## src/rtl/pci_chk_sat_counter.sv

```systemverilog
// Saturating event counter: synchronous clear has priority but still
// records an increment arriving in the same clock.
module pci_chk_sat_counter #(
  parameter int CNT_W = 8
) (
  input  logic             clk,
  input  logic             reset,
  input  logic             clr_i,
  input  logic             inc_i,
  output logic [CNT_W-1:0] cnt_o
);

  localparam logic [CNT_W-1:0] CNT_MAX  = {CNT_W{1'b1}};
  localparam logic [CNT_W-1:0] CNT_ZERO = {CNT_W{1'b0}};
  localparam logic [CNT_W-1:0] CNT_ONE  = CNT_W'(1);

  logic [CNT_W-1:0] cnt_q;
  logic [CNT_W-1:0] cnt_d;

  // Next count: clear-then-apply, otherwise increment until the ceiling
  always_comb begin
    cnt_d = cnt_q;
    if (clr_i) begin
      cnt_d = inc_i ? CNT_ONE : CNT_ZERO;
    end else if (inc_i && (cnt_q != CNT_MAX)) begin
      cnt_d = cnt_q + CNT_ONE;
    end else begin
      cnt_d = cnt_q;
    end
  end

  // Count register
  always_ff @(posedge clk or posedge reset) begin
    if (reset) begin
      cnt_q <= CNT_ZERO;
    end else begin
      cnt_q <= cnt_d;
    end
  end

  assign cnt_o = cnt_q;

endmodule

```

## config.mk

```make
export PLATFORM = sky130hd
export DESIGN_NAME = pci_chk_sat_counter
export DESIGN_NICKNAME = d
export VERILOG_FILES = /design/src/rtl/pci_chk_sat_counter.sv
export SDC_FILE = /design/constraint.sdc
export NUM_CORES = 1
export LEC_CHECK = 0
export CAP_MARGIN = 10
export CORE_AREA = 2 2 39 41
export DETAILED_ROUTE_END_ITERATION = 16
export DIE_AREA = 0 0 41 43
export GPL_TIMING_DRIVEN = 0
export PLACE_DENSITY = 0.61
export SLEW_MARGIN = 25
export SYNTH_ARGS = -nofsm -noshare
export SYNTH_HDL_FRONTEND = slang
export SYNTH_SLANG_ARGS = --single-unit
```

## constraint.sdc

```tcl
create_clock -name clk -period 3.6 [get_ports clk]
set_input_delay 0.54 -clock clk [delete_from_list [all_inputs] [get_ports clk]]
set_output_delay 0.54 -clock clk [all_outputs]
set_load 0.03 [all_outputs]
```

==> results.yml, run 1 <==
status:
  outcome: "completed"
floorplan:
  die-area_um2: 1760
  die-width_um: 41
  pin_count: 12
  rows: 14
  initial_core_util_pct: 32.5
  die_h_um: 43
  core_um2: 1380
critical_path:
  crit_fanout: 8
  rr_worst_depth: 4
  critPathKind: "register to primary output"
  r2r_start: "cnt_o[0]"
  crit_buf_inv: 1
  worst_path_max_delay_cell: "clkdlybuf4s50_1"
  crit_chain: "clkdlybuf4s50_1"
  slowest_delay_ns: 0.71
  cp-start-kind: "register"
  critPathTopFamily: "buffers and inverters"
  crit_path_start: "cnt_o[3]"
  crit_required_ns: 3.06
  endpoint_kind: "primary output"
  worstPathArrival_ns: 1.44
  cp_num_cells: 1
sta:
  whs_ns: 0.522
  setup_violations: 0
  period_share_pct: 55.1
  drv_slew: 0
  fmaxAchievable_mhz: 504
  rsz0062_at_grt: "false"
  tns_ns: 0
  fin_skew_ns: 0.00321
  slew_headroom_pct: 78.7
  tightest_slew_ns: 0.319
  hold_viol: 0
  min_period_ns: 1.98
grt:
  antenna_found_initial: 0
  grt_usage_pct: 14.6
  grt_start_max_net_pins: 9
  grt_pass1_vias: 376
  grt_pass1_wl_mm: 1.67
  overflow: 0
finish:
  layout-drive-gt1-share_pct: 8.20
  n_antenna_cell: 0
  multiInputGateArea_um2: 235
  final_common_cell: "clkdlybuf4s50_1"
  layout.area.seq_um2: 200
  fill_cells: 131
  fin_nets: 68
  synthToLayoutAreaGrowth_pct: 33.9
  largest_register_ffs: 8
  layout_common_cells: "clkdlybuf4s50_1, dfrtp_1, nand2_1"
yosys:
  yosys.cell_types.count: 24
  ys_warn_count: 0
  syn-mean-instance-area_um2: 9.58
  synth.area.top_cells: "dfrtp_1, a211oi_1, nand2_1"
  yosys.area.top_type: "dfrtp_1"
  syn_nets: 52
  synth_area_um2: 450
  ys_ff_latch: 8
  synth_top_area_share_pct: 44.4
  syn_inst: 47
  yosysSeqAreaShare_pct: 44.4
clock_tree:
  postCtsSetupRepairBufs: 0
  clk_pin_slew_worst_paths_ns: 0.06
  clk_path_buf_depth: 2
  clk_latency_ns: 0.26
  cts_resized: 0
  cts_buffers: 3
  cts.sinks: 8
  cts_hold_buffers: 0
  cts.htree.levels: 1
  cts_tree: "yes"
  ctsRootBufferMaster: "clkbuf_4"
routing:
  firstDrtPassIters: 5
  drtIter0Drc: 23
  drc: 0
  antenna_left: 0
  dr_total_vias: 442
  wl_mm: 1.03
  routed_via_density: 5.74
  wl_per_cell_um: 13.4
placement:
  gp_congestion: 0.770
  dp_hpwl_um: 751
  port_buffers: 11
pwr:
  leakage_nw: 0.243
  peakVddDrop_uv: 131
  power_density_nw_per_um2: 335
worst_hold_path:
  hp-class: "input port to asynchronous set/reset pin"
job:
  cap_violations: 0
-- layout make-up --
| type | instances | share of cell area [%] |
|---|---|---|
| Sequential cell | 8 | 33.2 |
| Clock buffer | 3 | 3.73 |
| Inverter | 4 | 2.49 |
| Timing Repair Buffer | 11 | 18.3 |
| Tap cell | 16 | 3.32 |
| Multi-Input combinational cell | 35 | 39.0 |
-- synth_stat cells (all sizes together) --
| library cell | count |
|---|---|
| nor3 | 1 |
| a21oi | 3 |
| o311a | 1 |
| ha | 1 |
| and4 | 1 |
| o21bai | 1 |
| nand2 | 6 |
| or3 | 1 |
| mux2i | 1 |
| or4 | 1 |
| nand4 | 3 |
| o211ai | 1 |
| o21ai | 2 |
| and3 | 1 |
| a21boi | 1 |
| a211oi | 3 |
| o41ai | 1 |
| inv | 4 |
| dfrtp | 8 |
| o311ai | 2 |
| nand3 | 3 |
| nand2b | 1 |
-- power breakdown --
group / total, mW / internal [mW] / switching, mW / leakage (nW)
combinational: 0.0319 / 0.0135 / 0.0184 / 0.121
sequential: 0.0976 / 0.0933 / 0.00429 / 0.109
clock: 0.0725 / 0.0384 / 0.0341 / 0.0138
total: 0.202 / 0.145 / 0.0568 / 0.243
-- cells by family (layout without fill, tap and decap cells) --
family	Yosys count	in the layout	share of synthesized area [%]
adders and majority gates	1	1	2.78
DFF	8	8	44.4
AOI/OAI and AO/OA	15	15	24.4
buffers and inverters	4	18	3.33
muxes	1	1	2.22
and+or+nand+nor	18	18	22.8
-- per-layer routing --
layer	GRT usage, %	routed length [um]	up-vias	share of wire [%]
met1	21.1	480	208	47
met3	4.71	73	3	7.1
met2	18.4	451	18	44
met4	8.00	27	0	2.6
li1	-	-	213	-
met5	0	0	-	0
-- through the flow --
stage | util [%] | power [mW] | cells | setup slack (ns) | cell area (um2)
after floorplan | - | 0.116 | 47 | 2.02 | 450
after global placement | 42.0 | 0.131 | 74 | 1.68 | 581
after detailed placement | 42.0 | 0.131 | 74 | 1.66 | 581
after CTS | 43.6 | 0.203 | 77 | 1.63 | 603
after global routing | 43.6 | 0.214 | 77 | 1.57 | 603
final | 43.6 | 0.202 | 77 | 1.62 | 603
-- worst paths after layout --
check | to | slack [ns]
max reg2reg | cnt_o[7] | 2.06
min in group clk | cnt_o[1] | 0.59
min reg2reg | cnt_o[1] | 0.59
max in group asynchronous | cnt_o[6] | 2.84
max | cnt_o[3] | 1.62
min | cnt_o[1] | 0.52
Note: power is estimated with default switching activity, not from simulation.
==> run 2, diff against run 1 <==
--- a/config.mk
+++ b/config.mk
@@ -10,7 +10,7 @@
 export DETAILED_ROUTE_END_ITERATION = 16
 export DIE_AREA = 0 0 41 43
 export GPL_TIMING_DRIVEN = 0
-export PLACE_DENSITY = 0.61
+export PLACE_DENSITY = 0.63
 export SLEW_MARGIN = 25
 export SYNTH_ARGS = -nofsm -noshare
 export SYNTH_HDL_FRONTEND = slang
==> constraint.sdc (replaced) <==
create_clock -name clk -period 1.64 [get_ports clk]
set_input_delay 0.246 -clock clk [delete_from_list [all_inputs] [get_ports clk]]
set_output_delay 0.246 -clock clk [all_outputs]
set_load 0.03 [all_outputs]
==> run 2 against run 1 <==
Against the previous run:
- setup slack got worse by 1.6 ns
- flip-flop and latch count unchanged
- critical path depth did not move
- highest routed layer unchanged
==> results.yml, run 2 (synthesized netlist as in run 1, its figures left out) <==
finish:
  fin_nets: 68
  layout-drive-gt1-share_pct: 8.20
  largest_register_ffs: 8
  layout_common_cells: "dfrtp_1, nand2_1, dlymetal6s2s_1"
  finalCoreUtilization_pct: 44.3
  final_common_cell: "dfrtp_1"
  layout.area.seq_um2: 200
  n_antenna_cell: 0
  fin_cells: 77
  synthToLayoutAreaGrowth_pct: 36.1
  fill_cells: 153
  multiInputGateArea_um2: 235
sta:
  fin_skew_ns: 0.00143
  fmaxAchievable_mhz: 632
  rsz0062_at_grt: "false"
  period_share_pct: 96.4
  tns_ns: 0
  setup_violations: 0
  slew_headroom_pct: 77.5
  drv_slew: 0
  hold_viol: 0
  fin_ws_ns: 0.0585
  min_period_ns: 1.58
  tightest_slew_ns: 0.337
pwr:
  peakVddDrop_uv: 293
  internal_power_uw: 316
  finalPower_uw: 437
  p_clk_share_pct: 35.4
  switchingPower_uw: 121
  leakage_nw: 0.334
  p_sw_share_pct: 27.7
  power_density_nw_per_um2: 714
  p_comb_share_pct: 15.6
  seqPwrFrac_pct: 49.0
routing:
  dr_total_vias: 435
  firstDrtPassIters: 4
  drtIter0Drc: 4
  antenna_left: 0
  routed_via_density: 5.65
  wl_mm: 1.05
  wl_per_cell_um: 13.7
  drc: 0
grt:
  grt_pass1_vias: 374
  antenna_found_initial: 0
  grt_start_max_net_pins: 9
  grt_pass1_wl_mm: 1.75
  overflow: 0
  grt_usage_pct: 15.1
critical_path:
  rrSetupSlack_ns: 0.13
  crit_required_ns: 1.39
  cp-start-kind: "register"
  critPathTopFamily: "buffers and inverters"
  crit_chain: "clkdlybuf4s50_1"
  slowest_delay_ns: 0.69
  rr_worst_depth: 4
  critPathKind: "register to primary output"
  crit_buf_inv: 1
  endpoint_kind: "primary output"
  reg2reg_to: "cnt_o[7]"
  worstPathArrival_ns: 1.34
  worst_path_max_delay_cell: "clkdlybuf4s50_1"
  r2r_start: "cnt_o[0]"
  crit_fanout: 5
floorplan:
  core_um2: 1380
  pin_count: 12
  rows: 14
  initial_core_util_pct: 32.5
  die-area_um2: 1760
  die-width_um: 41
  die_h_um: 43
job:
  cap_violations: 0
placement:
  gp_congestion: 0.771
  placed_cells: 74
  dp_hpwl_um: 743
  place_ws_ns: 0.00754
  port_buffers: 11
worst_hold_path:
  hp-class: "input port to asynchronous set/reset pin"
clock_tree:
  cts_buffers: 3
  clk_latency_ns: 0.25
  ctsRootBufferMaster: "clkbuf_4"
  clk_pin_slew_worst_paths_ns: 0.06
  cts_tree: "yes"
  clk_path_buf_depth: 2
  cts.htree.levels: 1
  postCtsSetupRepairBufs: 0
  cts.sinks: 8
status:
  outcome: "completed"
==> run 2: cell count changes in the layout (fill, tap and decap cells not counted) <==
cell | before | now
clkdlybuf4s50_1 | 11 | 4
o311ai_1 | 1 | 2
o311ai_0 | 1 | 0
dlymetal6s2s_1 | 0 | 5
dlygate4sd2_1 | 0 | 2
==> run 2: power groups by stage <==
stage	registers, mW	logic, mW	clock network [mW]
CTS	0.215	0.0698	0.161
global placement	0.218	0.0698	0
detailed placement	0.218	0.0705	0
finish	0.215	0.0683	0.155
global route	0.216	0.0760	0.172
floorplan	0.231	0.0236	0
==> run 2: final cells by class <==
class,instances,area share (%)
multi-input cells,35,38.4
flip-flops and latches,8,32.7
repair buffers,11,19.6
inverters,4,2.45
well taps,16,3.27
clock buffers,3,3.67
==> run 2: metrics by stage <==
stage | hold slack, ns | cell area [um2]
floorplan | 0.0617 | 450
global placement | 0.523 | 581
global route | 0.293 | 613
detailed placement | 0.539 | 581
CTS | 0.264 | 601
finish | 0.252 | 613
==> run 2: per-layer routing <==
layer  global-route usage (%)  part of all wire, %  vias up
met5                        0                    0        -
met4                     10.0                  1.3        0
met3                     4.71                  7.3        2
met2                     18.8                   47       16
met1                     21.5                   44      200
li1                         -                    -      217
==> run 2: what timing repair did <==
item,4_1_cts,5_1_grt
gates cloned,0,0
endpoints found under the setup margin,2,6
hold buffers,0,0
resized for setup,2,6
pin swaps,0,0
==> run 2: worst max-delay path by stage <==
| stage | start | end | cells after the start |
|---|---|---|---|
| finish | cnt_o[6] | cnt_o[6] | 1 |
| global route | cnt_o[0] | cnt_o[7] | 4 |
| CTS | cnt_o[4] | cnt_o[4] | 1 |
| detailed placement | inc_i | cnt_o[5] | 4 |
| global placement | inc_i | cnt_o[7] | 4 |
| floorplan | cnt_o[0] | cnt_o[7] | 4 |
